$ cat config.mk
export PLATFORM = sky130hd
export DESIGN_NAME = fmem_port_arbiter
export DESIGN_NICKNAME = d
export VERILOG_FILES = /design/src/rtl/fmem_port_arbiter.sv
export SDC_FILE = /design/constraint.sdc
export NUM_CORES = 1
export LEC_CHECK = 0
export BUFFER_PORTS_ARGS = -buffer_cell sky130_fd_sc_hd__buf_2
export CORE_MARGIN = 2
export CORE_UTILIZATION = 50
export DETAILED_ROUTE_END_ITERATION = 12
export GPL_TIMING_DRIVEN = 0
export MAX_ROUTING_LAYER = met4
export PLACE_DENSITY = 0.72
export RECOVER_POWER = 25
export SETUP_SLACK_MARGIN = 0.02
export SYNTH_ARGS = -nofsm -noshare
export SYNTH_HDL_FRONTEND = slang
export SYNTH_SLANG_ARGS = --single-unit
$ cat constraint.sdc
create_clock -name i_clk -period 5.45 [get_ports i_clk]
set_clock_uncertainty 0.15 [all_clocks]
set_input_delay 0.2725 -clock i_clk [delete_from_list [all_inputs] [get_ports i_clk]]
set_output_delay 0.2725 -clock i_clk [all_outputs]
set_load 0.02 [all_outputs]
$ cat src/rtl/fmem_port_arbiter.sv
`default_nettype none
// ============================================================================
//  Module      : fmem_port_arbiter
//  Description : Shares one single-port synchronous frame SRAM between the
//                display read path (absolute priority) and the frame write
//                path (buffered in a small FIFO, drained in read-free cycles).
//                Optional feature macro FMEM_RAW_BYPASS_EN: reads that hit a
//                pending FIFO write return the youngest buffered data.
//  Revision    : 1.0  initial release
// ============================================================================
module fmem_port_arbiter #(
  parameter int MEM_WIDTH   = 96,
  parameter int ADDR_WIDTH  = 16,
  parameter int WFIFO_DEPTH = 4,
  parameter int LVL_WIDTH   = $clog2(WFIFO_DEPTH + 1)
) (
  input  logic                  i_clk,
  input  logic                  rst_n,
  input  logic                  i_wen,
  input  logic [ADDR_WIDTH-1:0] i_waddr,
  input  logic [MEM_WIDTH-1:0]  i_wdata,
  output logic                  o_wfull,
  output logic [LVL_WIDTH-1:0]  o_wfifo_level,
  output logic                  o_wovf,
  input  logic                  i_wovf_clr,
  input  logic                  i_rreq,
  input  logic [ADDR_WIDTH-1:0] i_raddr,
  output logic                  o_rvalid,
  output logic [MEM_WIDTH-1:0]  o_rdata,
  output logic                  o_mem_cs_n,
  output logic                  o_mem_we_n,
  output logic [ADDR_WIDTH-1:0] o_mem_addr,
  output logic [MEM_WIDTH-1:0]  o_mem_wdata,
  input  logic [MEM_WIDTH-1:0]  i_mem_rdata
);

  localparam int                   c_PTR_W     = $clog2(WFIFO_DEPTH);
  localparam logic [LVL_WIDTH-1:0] c_DEPTH_LVL = LVL_WIDTH'(WFIFO_DEPTH);

  // Encoding chosen so bit1 is the SRAM chip select and bit0 the write
  // enable: the memory strobes come straight off flops, glitch free.
  typedef enum logic [1:0] {
    G_WR   = 2'b00,
    G_RD   = 2'b01,
    G_IDLE = 2'b11
  } grant_t;

  grant_t                r_gstate;
  grant_t                w_gnext;
  logic [LVL_WIDTH-1:0]  r_count;
  logic [c_PTR_W-1:0]    r_wptr;
  logic [c_PTR_W-1:0]    r_rptr;
  logic [ADDR_WIDTH-1:0] r_fifo_addr [WFIFO_DEPTH];
  logic [MEM_WIDTH-1:0]  r_fifo_data [WFIFO_DEPTH];
  logic [ADDR_WIDTH-1:0] r_mem_addr;
  logic [MEM_WIDTH-1:0]  r_mem_wdata;
  logic [2:0]            r_rv_pipe;
  logic [MEM_WIDTH-1:0]  r_rdata;
  logic                  r_wovf;
  logic [MEM_WIDTH-1:0]  w_rdata_src;
  logic                  w_full;
  logic                  w_push;
  logic                  w_pop;
  logic                  w_drop;

  assign w_full = (r_count == c_DEPTH_LVL);
  assign w_push = i_wen & ~w_full;
  assign w_drop = i_wen & w_full;
  assign w_pop  = (w_gnext == G_WR);

  // Grant decision: reads always win, otherwise drain a buffered write
  always_comb begin
    w_gnext = G_IDLE;
    if (i_rreq) begin
      w_gnext = G_RD;
    end else if (r_count != '0) begin
      w_gnext = G_WR;
    end
  end

  // Grant state register; its encoding directly drives cs_n / we_n
  always_ff @(posedge i_clk or negedge rst_n) begin
    if (!rst_n) r_gstate <= G_IDLE;
    else        r_gstate <= w_gnext;
  end

  // Memory address/data register; holds the last command while idle
  always_ff @(posedge i_clk or negedge rst_n) begin
    if (!rst_n) begin
      r_mem_addr  <= '0;
      r_mem_wdata <= '0;
    end else if (w_gnext == G_RD) begin
      r_mem_addr  <= i_raddr;
    end else if (w_gnext == G_WR) begin
      r_mem_addr  <= r_fifo_addr[r_rptr];
      r_mem_wdata <= r_fifo_data[r_rptr];
    end
  end

  // Write buffer storage; contents are qualified by the count, so no reset
  always_ff @(posedge i_clk) begin
    if (w_push) begin
      r_fifo_addr[r_wptr] <= i_waddr;
      r_fifo_data[r_wptr] <= i_wdata;
    end
  end

  // FIFO pointers and occupancy; pointers wrap naturally (depth is 2^n)
  always_ff @(posedge i_clk or negedge rst_n) begin
    if (!rst_n) begin
      r_wptr  <= '0;
      r_rptr  <= '0;
      r_count <= '0;
    end else begin
      if (w_push) r_wptr <= r_wptr + 1'b1;
      if (w_pop)  r_rptr <= r_rptr + 1'b1;
      case ({w_push, w_pop})
        2'b10:   r_count <= r_count + 1'b1;
        2'b01:   r_count <= r_count - 1'b1;
        default: r_count <= r_count;
      endcase
    end
  end

  // Sticky overflow flag; a new drop beats a simultaneous clear
  always_ff @(posedge i_clk or negedge rst_n) begin
    if (!rst_n)          r_wovf <= 1'b0;
    else if (w_drop)     r_wovf <= 1'b1;
    else if (i_wovf_clr) r_wovf <= 1'b0;
  end

  // Read valid pipeline: command cycle, SRAM data cycle, output cycle
  always_ff @(posedge i_clk or negedge rst_n) begin
    if (!rst_n) r_rv_pipe <= '0;
    else        r_rv_pipe <= {r_rv_pipe[1:0], i_rreq};
  end

`ifdef FMEM_RAW_BYPASS_EN
  logic                 w_byp_hit;
  logic [MEM_WIDTH-1:0] w_byp_data;
  logic [1:0]           r_byp_hit;
  logic [MEM_WIDTH-1:0] r_byp_d0;
  logic [MEM_WIDTH-1:0] r_byp_d1;

  // Scan oldest to youngest so the youngest matching entry wins
  always_comb begin
    w_byp_hit  = 1'b0;
    w_byp_data = '0;
    for (int j = 0; j < WFIFO_DEPTH; j++) begin
      if ((LVL_WIDTH'(j) < r_count) &&
          (r_fifo_addr[r_rptr + c_PTR_W'(j)] == i_raddr)) begin
        w_byp_hit  = 1'b1;
        w_byp_data = r_fifo_data[r_rptr + c_PTR_W'(j)];
      end
    end
  end

  // Carry bypass hit/data alongside the read through the memory latency
  always_ff @(posedge i_clk or negedge rst_n) begin
    if (!rst_n) begin
      r_byp_hit <= '0;
      r_byp_d0  <= '0;
      r_byp_d1  <= '0;
    end else begin
      r_byp_hit <= {r_byp_hit[0], w_byp_hit & i_rreq};
      r_byp_d0  <= w_byp_data;
      r_byp_d1  <= r_byp_d0;
    end
  end

  assign w_rdata_src = r_byp_hit[1] ? r_byp_d1 : i_mem_rdata;
`else
  assign w_rdata_src = i_mem_rdata;
`endif

  // Output read data register; holds while no read completes
  always_ff @(posedge i_clk or negedge rst_n) begin
    if (!rst_n)            r_rdata <= '0;
    else if (r_rv_pipe[1]) r_rdata <= w_rdata_src;
  end

  assign o_mem_cs_n    = r_gstate[1];
  assign o_mem_we_n    = r_gstate[0];
  assign o_mem_addr    = r_mem_addr;
  assign o_mem_wdata   = r_mem_wdata;
  assign o_rvalid      = r_rv_pipe[2];
  assign o_rdata       = r_rdata;
  assign o_wfull       = w_full;
  assign o_wfifo_level = r_count;
  assign o_wovf        = r_wovf;

endmodule
`default_nettype wire

==> run metrics <==
outcome=finished clean; worst vdd rail ir drop=around 0.35 mV; first-pass GRT wire length=89600 um; Worst Setup SP=i_rreq; num ports=445; Min Hold Slack=155 ps; M2 GR Usage=0.400; Setup CP Type=input port to flop; Setup WS pre-CTS=~2300 ps; DPL Wire Length=37300 um; Final Power=approximately 17 mW; arrival time at the worst endpoint=approximately 3400 ps; cts bufs inserted=68; First-pass DRT Iterations=5; Die Ht=226 um; Initial Utilization=0.506; Post-Synth XOR/XNOR Area=0.00213; Period minus WS final=3070 ps; sequential fraction of the synthesis area=0.768; Synth-to-Final Area Change=31.1%; synth unique cells=29; Vias/cell=5.26; Static Leakage=between 10 and 15 nW; multi-input logic area=5410 sq um; Crit. End Element=flop; Clock transition at path regs=60 ps; post-CTS setup buffer count=0; Reg area=19000 sq um; fin cells=2572; Slew HR=0.396; CP Data Required Time=5810 ps; fin util=0.664; final instance area=32400 sq um; CTS tree=yes; die area=51300 sq um; Port-buffer cells=444; crit-path max FO=10; synthesized flop and latch total=669; Syn Inst Count=1093; Post-DP Area=around 28000 sq um; Compound-Gate Fraction of Synth Area=0.00749; Inst Count DP=around 2200; gr ovfl total=0; post-route ant nets=0; Syn Area/Cell=approximately 23 sq um; vias in the first global route=14600; fillcell total=3266; hold crit path type=input port to async pin; met3 GRT Util=0.0730; core area=48800 sq um; Synth Area in Adders=0.00334; final period utilization=0.563; FF-to-FF path depth=10; post-route setup slack=roughly 2400 ps; GP Congestion=0.839; worst-skew pair later-pin latency=around 600 ps; Critical Path Source Type=input port; Post-Syn Nets=1328; CTS H-tree lvls=3; TritonCTS Sinks=roughly 670; CTS root buf=clkbuf_16; gr usage total=0.245; Fin. Hold Viols=0; Die Wd=226 um; fraction of layout cells with a size suffix above 1=0.425; post-synthesis mux area share=0.198; synthesized area=24700 sq um; num rows=a little over 80; antenna violations before repair=7; Routed WL per cell=23.5 um; largest net degree at the start of global routing=115; largest family of logic cells by synthesized area=multiplexers; CTS max path bufs=3; pwr dens=roughly 510 nW/um^2; YS warnings=0; setup TNS=0 ps; Slew Viols, Final=0; GR Util met1=0.281; R2R Path Start=o_wfifo_level[0]$_DFFE_PN0P_; Top Usage Layer GRT=met2; final setup violating endpoints=0; Routed WL=a little over 60000 um; Layout Nets=2082; setup repair after global routing missed its margin=no; initial drt markers=723; max-cap violations=0; via count=13500; DRC viols=0; Synth Area in Simple Gates=0.00734; fmax=0.326 GHz; Slew @ Worst Pin=roughly 900 ps
[logic make-up (layout without fill, tap and decap cells)]
| logic type | count (synthesis) | after routing |
|---|---|---|
| buffers and inverters | 61 | 869 |
| muxes | 306 | 306 |
| and+or+nand+nor | 28 | 28 |
| AOI/OAI and AO/OA | 17 | 17 |
| xor gates and xnor gates | 6 | 6 |
| DFF | 669 | 669 |
| adders and majority gates | 6 | 6 |
| other | 0 | 7 |
[per-layer routing]
layer,wire length (um),vias up
li1,-,5898
met1,22400,6981
met2,30400,507
met3,4760,134
met4,2920,0
met5,0,-
[flip-flops by register name, summed over array words and instances (netlist names)]
name / count
r_fifo_data: 384
o_mem_wdata: 96
o_rdata: 96
r_fifo_addr: 64
o_mem_addr: 16
o_wfifo_level: 3
r_rv_pipe: 3
r_gstate: 2
r_rptr: 2
r_wptr: 2
o_wovf: 1
[power breakdown]
part	switching (mW)	internal, mW
combinational	2.66	2.31
sequential	0.448	6.72
clock	1.87	2.59
[path summary, 6_finish.rpt]
path                       slack, ps                           end
max in group asynchronous       3720   o_mem_wdata[92]$_DFFE_PN0P_
min in group i_clk               200        r_rv_pipe[1]$_DFF_PN0_
hold / removal                   150   o_mem_wdata[90]$_DFFE_PN0P_
setup / recovery                2380  o_wfifo_level[2]$_DFFE_PN0P_
setup reg to reg                2580  o_wfifo_level[2]$_DFFE_PN0P_
hold reg to reg                  200        r_rv_pipe[1]$_DFF_PN0_
[cells in the final DEF, fill, tap and decap left out, types with 2 or more instances in the layout]
cell             n
xnor2_1          3
and2_4           4
clkinv_8         2
nor3b_1          2
bufinv_16        2
clkbuf_8         6
diode_2          7
mux2_4          50
dfstp_2          2
mux2_2         143
dfrtp_1        219
xor2_1           3
edfxtp_1       448
clkinv_1         6
dlygate4sd3_1  230
nand2b_1        17
clkbuf_16       71
inv_6            3
ha_1             5
buf_8            8
buf_2          365
clkinv_2         8
inv_1            8
buf_16          10
mux4_2         112
o221a_2         16
clkbuf_1       145
[critical path: stages]
cell	delay (ps)
dlygate4sd3_1	540
clkbuf_1	230
buf_2	270
nor2_4	360
buf_2	410
buf_4	280
ha_1	210
inv_1	60
fa_1	370
xor2_1	150
nor2_1	110
xor2_1	150
[synth_stat cells]
cell	instances	share of area
and2_1	4	0.0010
nor2_1	1	0.00015
buf_4	1	0.00030
nand2_1	1	0.00015
nor3b_1	2	0.00061
inv_1	8	0.0012
fa_1	1	0.00081
buf_8	7	0.0043
dfstp_2	2	0.0021
nor2_4	1	0.00046
buf_2	22	0.0045
nor2b_1	1	0.00025
ha_1	5	0.0025
o21ai_0	1	0.00020
nor3_2	1	0.00040
edfxtp_1	448	0.54
xor2_1	3	0.0011
inv_2	1	0.00015
mux2_4	50	0.030
nand2b_1	17	0.0043
clkbuf_1	20	0.0030
mux2i_1	1	0.00040
mux4_2	112	0.10
xnor2_1	3	0.0011
mux2_2	143	0.065
dfrtp_1	219	0.22
buf_1	1	0.00015
o221a_2	16	0.0073
buf_6	1	0.00046
[layout make-up]
class                   instances  area share
inverters                       9     0.00104
flip-flops and latches        669       0.586
clock inverters                22     0.00587
multi-input cells             363       0.167
diodes                          7    0.000540
clock buffers                 102      0.0603
well taps                     664      0.0256
repair buffers                684       0.145
plain buffers                  52     0.00965
[timing repair]
item,4_1_cts,5_1_grt
hold endpoints to repair,782,0
hold buffers,230,0
resized for setup,0,0
Power figures use the tool's default switching activity.
